### src/rtl/serial_axis_rx_fifo.sv
// serial_axis_rx_fifo: oversampling UART receiver with majority voting, FWFT FIFO and AXI-Stream output; parity checking enabled by SERIAL_AXIS_RX_PARITY_EN
module serial_axis_rx_fifo #(
  parameter int CLK_FREQ_HZ = 100_000_000,
  parameter int BAUD_RATE = 115200,
  parameter int OVERSAMPLE = 16,
  parameter int DATA_BITS = 8,
  parameter int STOP_BITS = 1,
  parameter int FIFO_DEPTH = 16,
  parameter int TERM_EN = 1,
  parameter logic [7:0] TERM_BYTE = 8'hFF
`ifdef SERIAL_AXIS_RX_PARITY_EN
  , parameter bit PARITY_ODD = 1'b0
`endif
) (
  input  logic clk,
  input  logic rst,
  input  logic uart_rx,
  output logic [7:0] m_axis_tdata,
  output logic m_axis_tvalid,
  input  logic m_axis_tready,
  output logic m_axis_tlast,
  output logic [$clog2(FIFO_DEPTH):0] fifo_level,
  output logic frame_err,
  output logic overrun_err,
  output logic parity_err
);
  localparam int DIV_RAW = CLK_FREQ_HZ / (BAUD_RATE * OVERSAMPLE);
  localparam int DIV = DIV_RAW < 1 ? 1 : DIV_RAW;
  localparam int DCW = DIV > 1 ? $clog2(DIV) : 1;
  localparam int PW = $clog2(OVERSAMPLE);
  localparam int AW = $clog2(OVERSAMPLE + 1);
  localparam int BW = $clog2(DATA_BITS);
  localparam int FAW = $clog2(FIFO_DEPTH);
  localparam int LW = FAW + 1;
  localparam logic [2:0] IDLE = 3'd0;
  localparam logic [2:0] START = 3'd1;
  localparam logic [2:0] DATA = 3'd2;
  localparam logic [2:0] STOP = 3'd4;
  localparam logic [2:0] WAIT_IDLE = 3'd5;
`ifdef SERIAL_AXIS_RX_PARITY_EN
  localparam logic [2:0] PARITY = 3'd3;
  localparam logic [2:0] AFTER_DATA = PARITY;
`else
  localparam logic [2:0] AFTER_DATA = STOP;
`endif

  logic [DCW-1:0] div_cnt;
  logic os_tick;
  logic [1:0] sync;
  logic rx;
  logic [AW-1:0] arm_cnt;
  logic armed;
  logic [2:0] state;
  logic [PW-1:0] phase;
  logic s_a, s_b;
  logic vote_tick, vote;
  logic [BW-1:0] bit_idx;
  logic stop_idx;
  logic [DATA_BITS-1:0] shreg;
  logic stop_done, push, pop, full, wr_en;
  logic [7:0] char;
  logic [8:0] mem [FIFO_DEPTH];
  logic [8:0] head;
  logic [LW-1:0] wr_ptr, rd_ptr;
`ifdef SERIAL_AXIS_RX_PARITY_EN
  logic par_bad;
`endif

  assign os_tick = div_cnt == DCW'(DIV - 1);
  assign rx = sync[1];
  assign vote_tick = os_tick && phase == PW'(OVERSAMPLE / 2 + 1);
  assign vote = (s_a & s_b) | (s_a & rx) | (s_b & rx);
  assign stop_done = state == STOP && vote_tick && vote && stop_idx == 1'(STOP_BITS - 1);
  assign frame_err = state == STOP && vote_tick && !vote;
`ifdef SERIAL_AXIS_RX_PARITY_EN
  assign push = stop_done && !par_bad;
  assign parity_err = stop_done && par_bad;
`else
  assign push = stop_done;
  assign parity_err = 1'b0;
`endif
  assign char = 8'(shreg);
  assign fifo_level = wr_ptr - rd_ptr;
  assign full = fifo_level == LW'(FIFO_DEPTH);
  assign m_axis_tvalid = fifo_level != '0;
  assign pop = m_axis_tvalid && m_axis_tready;
  assign wr_en = push && (!full || pop);
  assign overrun_err = push && full && !pop;
  assign head = mem[rd_ptr[FAW-1:0]];
  assign m_axis_tdata = m_axis_tvalid ? head[7:0] : '0;
  assign m_axis_tlast = m_axis_tvalid && head[8];

  // Free-running oversample tick divider
  always_ff @(posedge clk)
    div_cnt <= rst || os_tick ? '0 : div_cnt + 1'b1;

  // Two-flop synchroniser, idle high
  always_ff @(posedge clk)
    sync <= rst ? 2'b11 : {sync[0], uart_rx};

  // Arm only after the line has idled high for a full bit so a reset mid-character yields nothing
  always_ff @(posedge clk)
    if (rst) begin
      arm_cnt <= '0;
      armed <= 1'b0;
    end else if (!rx) arm_cnt <= '0;
    else if (os_tick && !armed) begin
      arm_cnt <= arm_cnt + 1'b1;
      armed <= arm_cnt == AW'(OVERSAMPLE - 1);
    end

  // Receive FSM: bit phase keeps running across states so each vote lands mid-bit
  always_ff @(posedge clk)
    if (rst) begin
      state <= IDLE;
      phase <= '0;
      s_a <= 1'b1;
      s_b <= 1'b1;
      bit_idx <= '0;
      stop_idx <= 1'b0;
      shreg <= '0;
`ifdef SERIAL_AXIS_RX_PARITY_EN
      par_bad <= 1'b0;
`endif
    end else begin
      if (os_tick) begin
        phase <= phase == PW'(OVERSAMPLE - 1) ? '0 : phase + 1'b1;
        if (phase == PW'(OVERSAMPLE / 2 - 1)) s_a <= rx;
        if (phase == PW'(OVERSAMPLE / 2)) s_b <= rx;
      end
      case (state)
        IDLE: if (armed && !rx) begin
          state <= START;
          phase <= '0;
        end
        START: if (vote_tick) begin
          state <= vote ? IDLE : DATA;
          bit_idx <= '0;
        end
        DATA: if (vote_tick) begin
          shreg <= {vote, shreg[DATA_BITS-1:1]};
          bit_idx <= bit_idx + 1'b1;
          stop_idx <= 1'b0;
          if (bit_idx == BW'(DATA_BITS - 1)) state <= AFTER_DATA;
        end
`ifdef SERIAL_AXIS_RX_PARITY_EN
        PARITY: if (vote_tick) begin
          par_bad <= vote ^ (^shreg) ^ PARITY_ODD;
          state <= STOP;
        end
`endif
        STOP: if (vote_tick) begin
          if (!vote) state <= WAIT_IDLE;
          else if (stop_idx == 1'(STOP_BITS - 1)) state <= IDLE;
          else stop_idx <= 1'b1;
        end
        WAIT_IDLE: if (rx) state <= IDLE;
        default: state <= IDLE;
      endcase
    end

  // FIFO storage, written only when the push is accepted
  always_ff @(posedge clk)
    if (wr_en) mem[wr_ptr[FAW-1:0]] <= {TERM_EN != 0 && char == TERM_BYTE, char};

  // FIFO pointers with wrap bit; occupancy is their difference
  always_ff @(posedge clk)
    if (rst) begin
      wr_ptr <= '0;
      rd_ptr <= '0;
    end else begin
      if (wr_en) wr_ptr <= wr_ptr + 1'b1;
      if (pop) rd_ptr <= rd_ptr + 1'b1;
    end
endmodule
### config.mk
export PLATFORM = sky130hd
export DESIGN_NAME = serial_axis_rx_fifo
export DESIGN_NICKNAME = d
export VERILOG_FILES = /design/src/rtl/serial_axis_rx_fifo.sv
export SDC_FILE = /design/constraint.sdc
export NUM_CORES = 1
export LEC_CHECK = 0
export ABC_CLOCK_PERIOD_IN_PS = 6400
export CORE_MARGIN = 4
export CORE_UTILIZATION = 65
export DETAILED_ROUTE_END_ITERATION = 16
export PLACE_DENSITY = 0.83
export SLEW_MARGIN = 20
export SYNTH_ARGS = -nofsm -noshare
export SYNTH_HDL_FRONTEND = slang
export SYNTH_SLANG_ARGS = --single-unit
### constraint.sdc
create_clock -name clk -period 6.4 [get_ports clk]
set_clock_uncertainty 0.1 [all_clocks]
set_input_delay 1.28 -clock clk [delete_from_list [all_inputs] [get_ports clk]]
set_output_delay 1.28 -clock clk [all_outputs]
set_load 0.05 [all_outputs]
==> results_dict.tcl <==
set metrics [dict create \
    grt_pass1_vias 4562 \
    p_per_area_nw_per_um2 365 \
    clkSlewWorstSetupHoldPaths_ns 0.06 \
    yosys.area.top_type_share 0.524 \
    die_w_um 121 \
    r2r-start "wr_ptr[0]$_SDFFE_PP0P_" \
    fin_crit_sh 0.796 \
    sw_frac_of_total 0.302 \
    globalplace.congestion 0.874 \
    ys_types 58 \
    drive_gt1_frac 0.138 \
    crit_type "reg2out" \
    avgSynthCellArea_um2 16.2 \
    setup_tns_ns 0 \
    fmax_ghz 0.196 \
    dpl_cell_area_um2 8550 \
    die_h_um 121 \
    critPathTopFamily "multiplexers" \
    fp.dieArea_um2 14600 \
    max-cap-violations 0 \
    crit_buf_inv 2 \
    insertion_delay_ns 0.43 \
    internal-power_uw 2330 \
    cts_buffers 17 \
    whs_ns 0.314 \
    synth-edff-count 144 \
    critPathMaxFanout 24 \
    num_vias 4446 \
    synth-seq-area-share 0.640 \
    io_pins 22 \
    seq_power_share 0.417 \
    crit_chain "buf_4, mux4_1, mux4_2, nor2b_4, clkdlybuf4s50_1" \
    ant_nets 0 \
    synthArstFlopShare 0 \
    slowest_delay_ns 0.83 \
    synthFlopType "edfxtp_1" \
    grt_pass1_wl_um 25500 \
    finalCriticalPeriod_ns 5.10 \
    start_util 0.676 \
    dp_hpwl_um 9920 \
    setup_viol 0 \
    tritoncts "built" \
    syn2layout_area_growth_pct 10.6 \
    yosys-top-cells-area "edfxtp_1 (52%), dfxtp_1 (12%), mux4_2 (7.1%), mux4_1 (6.0%), ha_1 (2.7%)" \
    cts_max_level 4 \
    worst_pin_slew_ns 0.939 \
    synth_area_um2 8250 \
    final-hold-violation-count 0 \
    num_rows 40 \
    slowest_stage "dfxtp_2" \
    end_kind "primary output" \
    core_um2 12200 \
    drv_slew 0 \
    drt_first_pass_iters 5 \
    hp-class "reg2reg" \
    final_cell_mix "edfxtp_1 (144), nor2_1 (48), dfxtp_1 (47)" \
    startpoint_type "register" \
    io_buffers 20 \
    wl_um 16100 \
    overflow 0 \
    cts_hold_buf 0 \
    post-place-ws_ns 1.58 \
    cts-resized-gates 0 \
    clock-sinks 192 \
    grt_max_degree 37 \
    power_frac_clock 0.310 \
    synth_top_area_cell "edfxtp_1" \
    cp.required_ns 5.02 \
    relSlewSlack 0.372 \
    power.switching_uw 1010 \
    detail_route.wl_per_cell_um 22.7 \
    synthesis.nets 532 \
    min-delay-start "sync[0]$_SDFF_PP1_" \
    detail_route.drc_violations 0 \
    antenna-diode-count 0 \
    antenna_found_initial 0 \
    final_core_util 0.747 \
    layout_commonest_cell "edfxtp_1" \
    leakage_uw 0.00314 \
    design_area_um2 9120 \
    nNetsFinal 552 \
    netlist_instances 509 \
    yosys_register_bits 192 \
    rsz0062_at_grt "no" \
    setup_ws_ns 1.30 \
    vias_per_cell 6.26 \
    drt_iter0_drc 515 \
    power_frac_comb 0.273 \
    status "complete, no violations" \
    max-vdd-ir-drop_v 0.000236 \
    arrival_ns 3.72 \
    synth_warnings 0 \
    clockBufferDepth 2 \
    track_usage 0.241 \
    postCtsSetupBuffers 0 \
    cts_root_buffer "clkbuf_16" \
]
-- worst reg2reg max path: stages, from the launching register on --
cell	delay [ns]
dfxtp_1	0.40
inv_1	0.13
ha_1	0.25
fa_1	0.41
xnor2_1	0.28
a211o_1	0.15
o31ai_1	0.08
buf_4	0.19
a21oi_2	0.44
and3_1	0.73
-- metal layers --
metal | track usage | vias up | part of all wire
li1 | - | 2005 | -
met1 | 0.323 | 2247 | 0.39
met2 | 0.407 | 171 | 0.53
met3 | 0.0514 | 23 | 0.063
met4 | 0.0659 | 0 | 0.015
met5 | 0 | - | 0
-- power groups by stage --
stage	clock network [µW]	logic [µW]	registers, µW
after floorplan	0	748	1370
after global placement	0	889	1420
after detailed placement	0	914	1420
after CTS	1040	919	1390
after global routing	1100	956	1400
final	1030	910	1390
-- kinds of logic (layout without fill, tap and decap cells) --
kind of cell,after synthesis,in the layout,synth area share
buffers and inverters,41,74,0.0265
DFF,192,192,0.640
and+or+nand+nor,138,138,0.0951
other,1,1,0.000454
adders and majority gates,20,20,0.0309
AOI/OAI and AO/OA,34,34,0.0297
xor gates and xnor gates,13,13,0.0138
muxes,70,70,0.163
-- Yosys cell counts, types with 3 or more instances --
| cell | count |
|---|---|
| mux2i_1 | 16 |
| clkbuf_1 | 10 |
| mux4_1 | 19 |
| buf_2 | 4 |
| nor2b_1 | 11 |
| nand2b_1 | 10 |
| nand4_1 | 5 |
| inv_1 | 16 |
| buf_4 | 6 |
| nor2_1 | 48 |
| mux2_1 | 9 |
| dfxtp_1 | 48 |
| ha_1 | 18 |
| nor3_1 | 3 |
| xnor2_1 | 7 |
| and3_1 | 18 |
| a211oi_1 | 3 |
| a21oi_1 | 10 |
| edfxtp_1 | 144 |
| mux4_2 | 26 |
| nand3_1 | 7 |
| nand2_1 | 11 |
| nor2b_4 | 8 |
| xor2_1 | 6 |
| nor3b_1 | 3 |
-- per-stage QoR --
stage	total power (µW)	std cells
floorplan	2120	509
global route	3460	710
global placement	2310	678
finish	3330	710
CTS	3360	710
detailed placement	2330	678
-- worst paths after layout --
check | to | slack, ns | depth (start not counted)
max | m_axis_tdata[5] | 1.30 | 5
min reg2reg | sync[1]$_SDFF_PP1_ | 0.31 | 1
min | sync[1]$_SDFF_PP1_ | 0.31 | 1
max reg2reg | mem[6][0]$_DFFE_PP_ | 2.87 | 9
-- state kept, by name, indices dropped and copies added (netlist names), named ones only --
signal	cells
phase	4
bit_idx	3
wr_ptr	5
char	8
sync	2
rd_ptr	5
s_b	1
state	3
s_a	1
armed	1
mem	144
div_cnt	6
arm_cnt	5
-- area by class of cell --
type	count	area, µm²
flip-flops and latches	192	5290
fillers	766	3090
multi-input cells	276	2750
clock buffers	18	429
repair buffers	25	238
well taps	168	210
clock inverters	14	148
inverters	17	63.8
No activity file was read; power rests on OpenSTA's default activity.
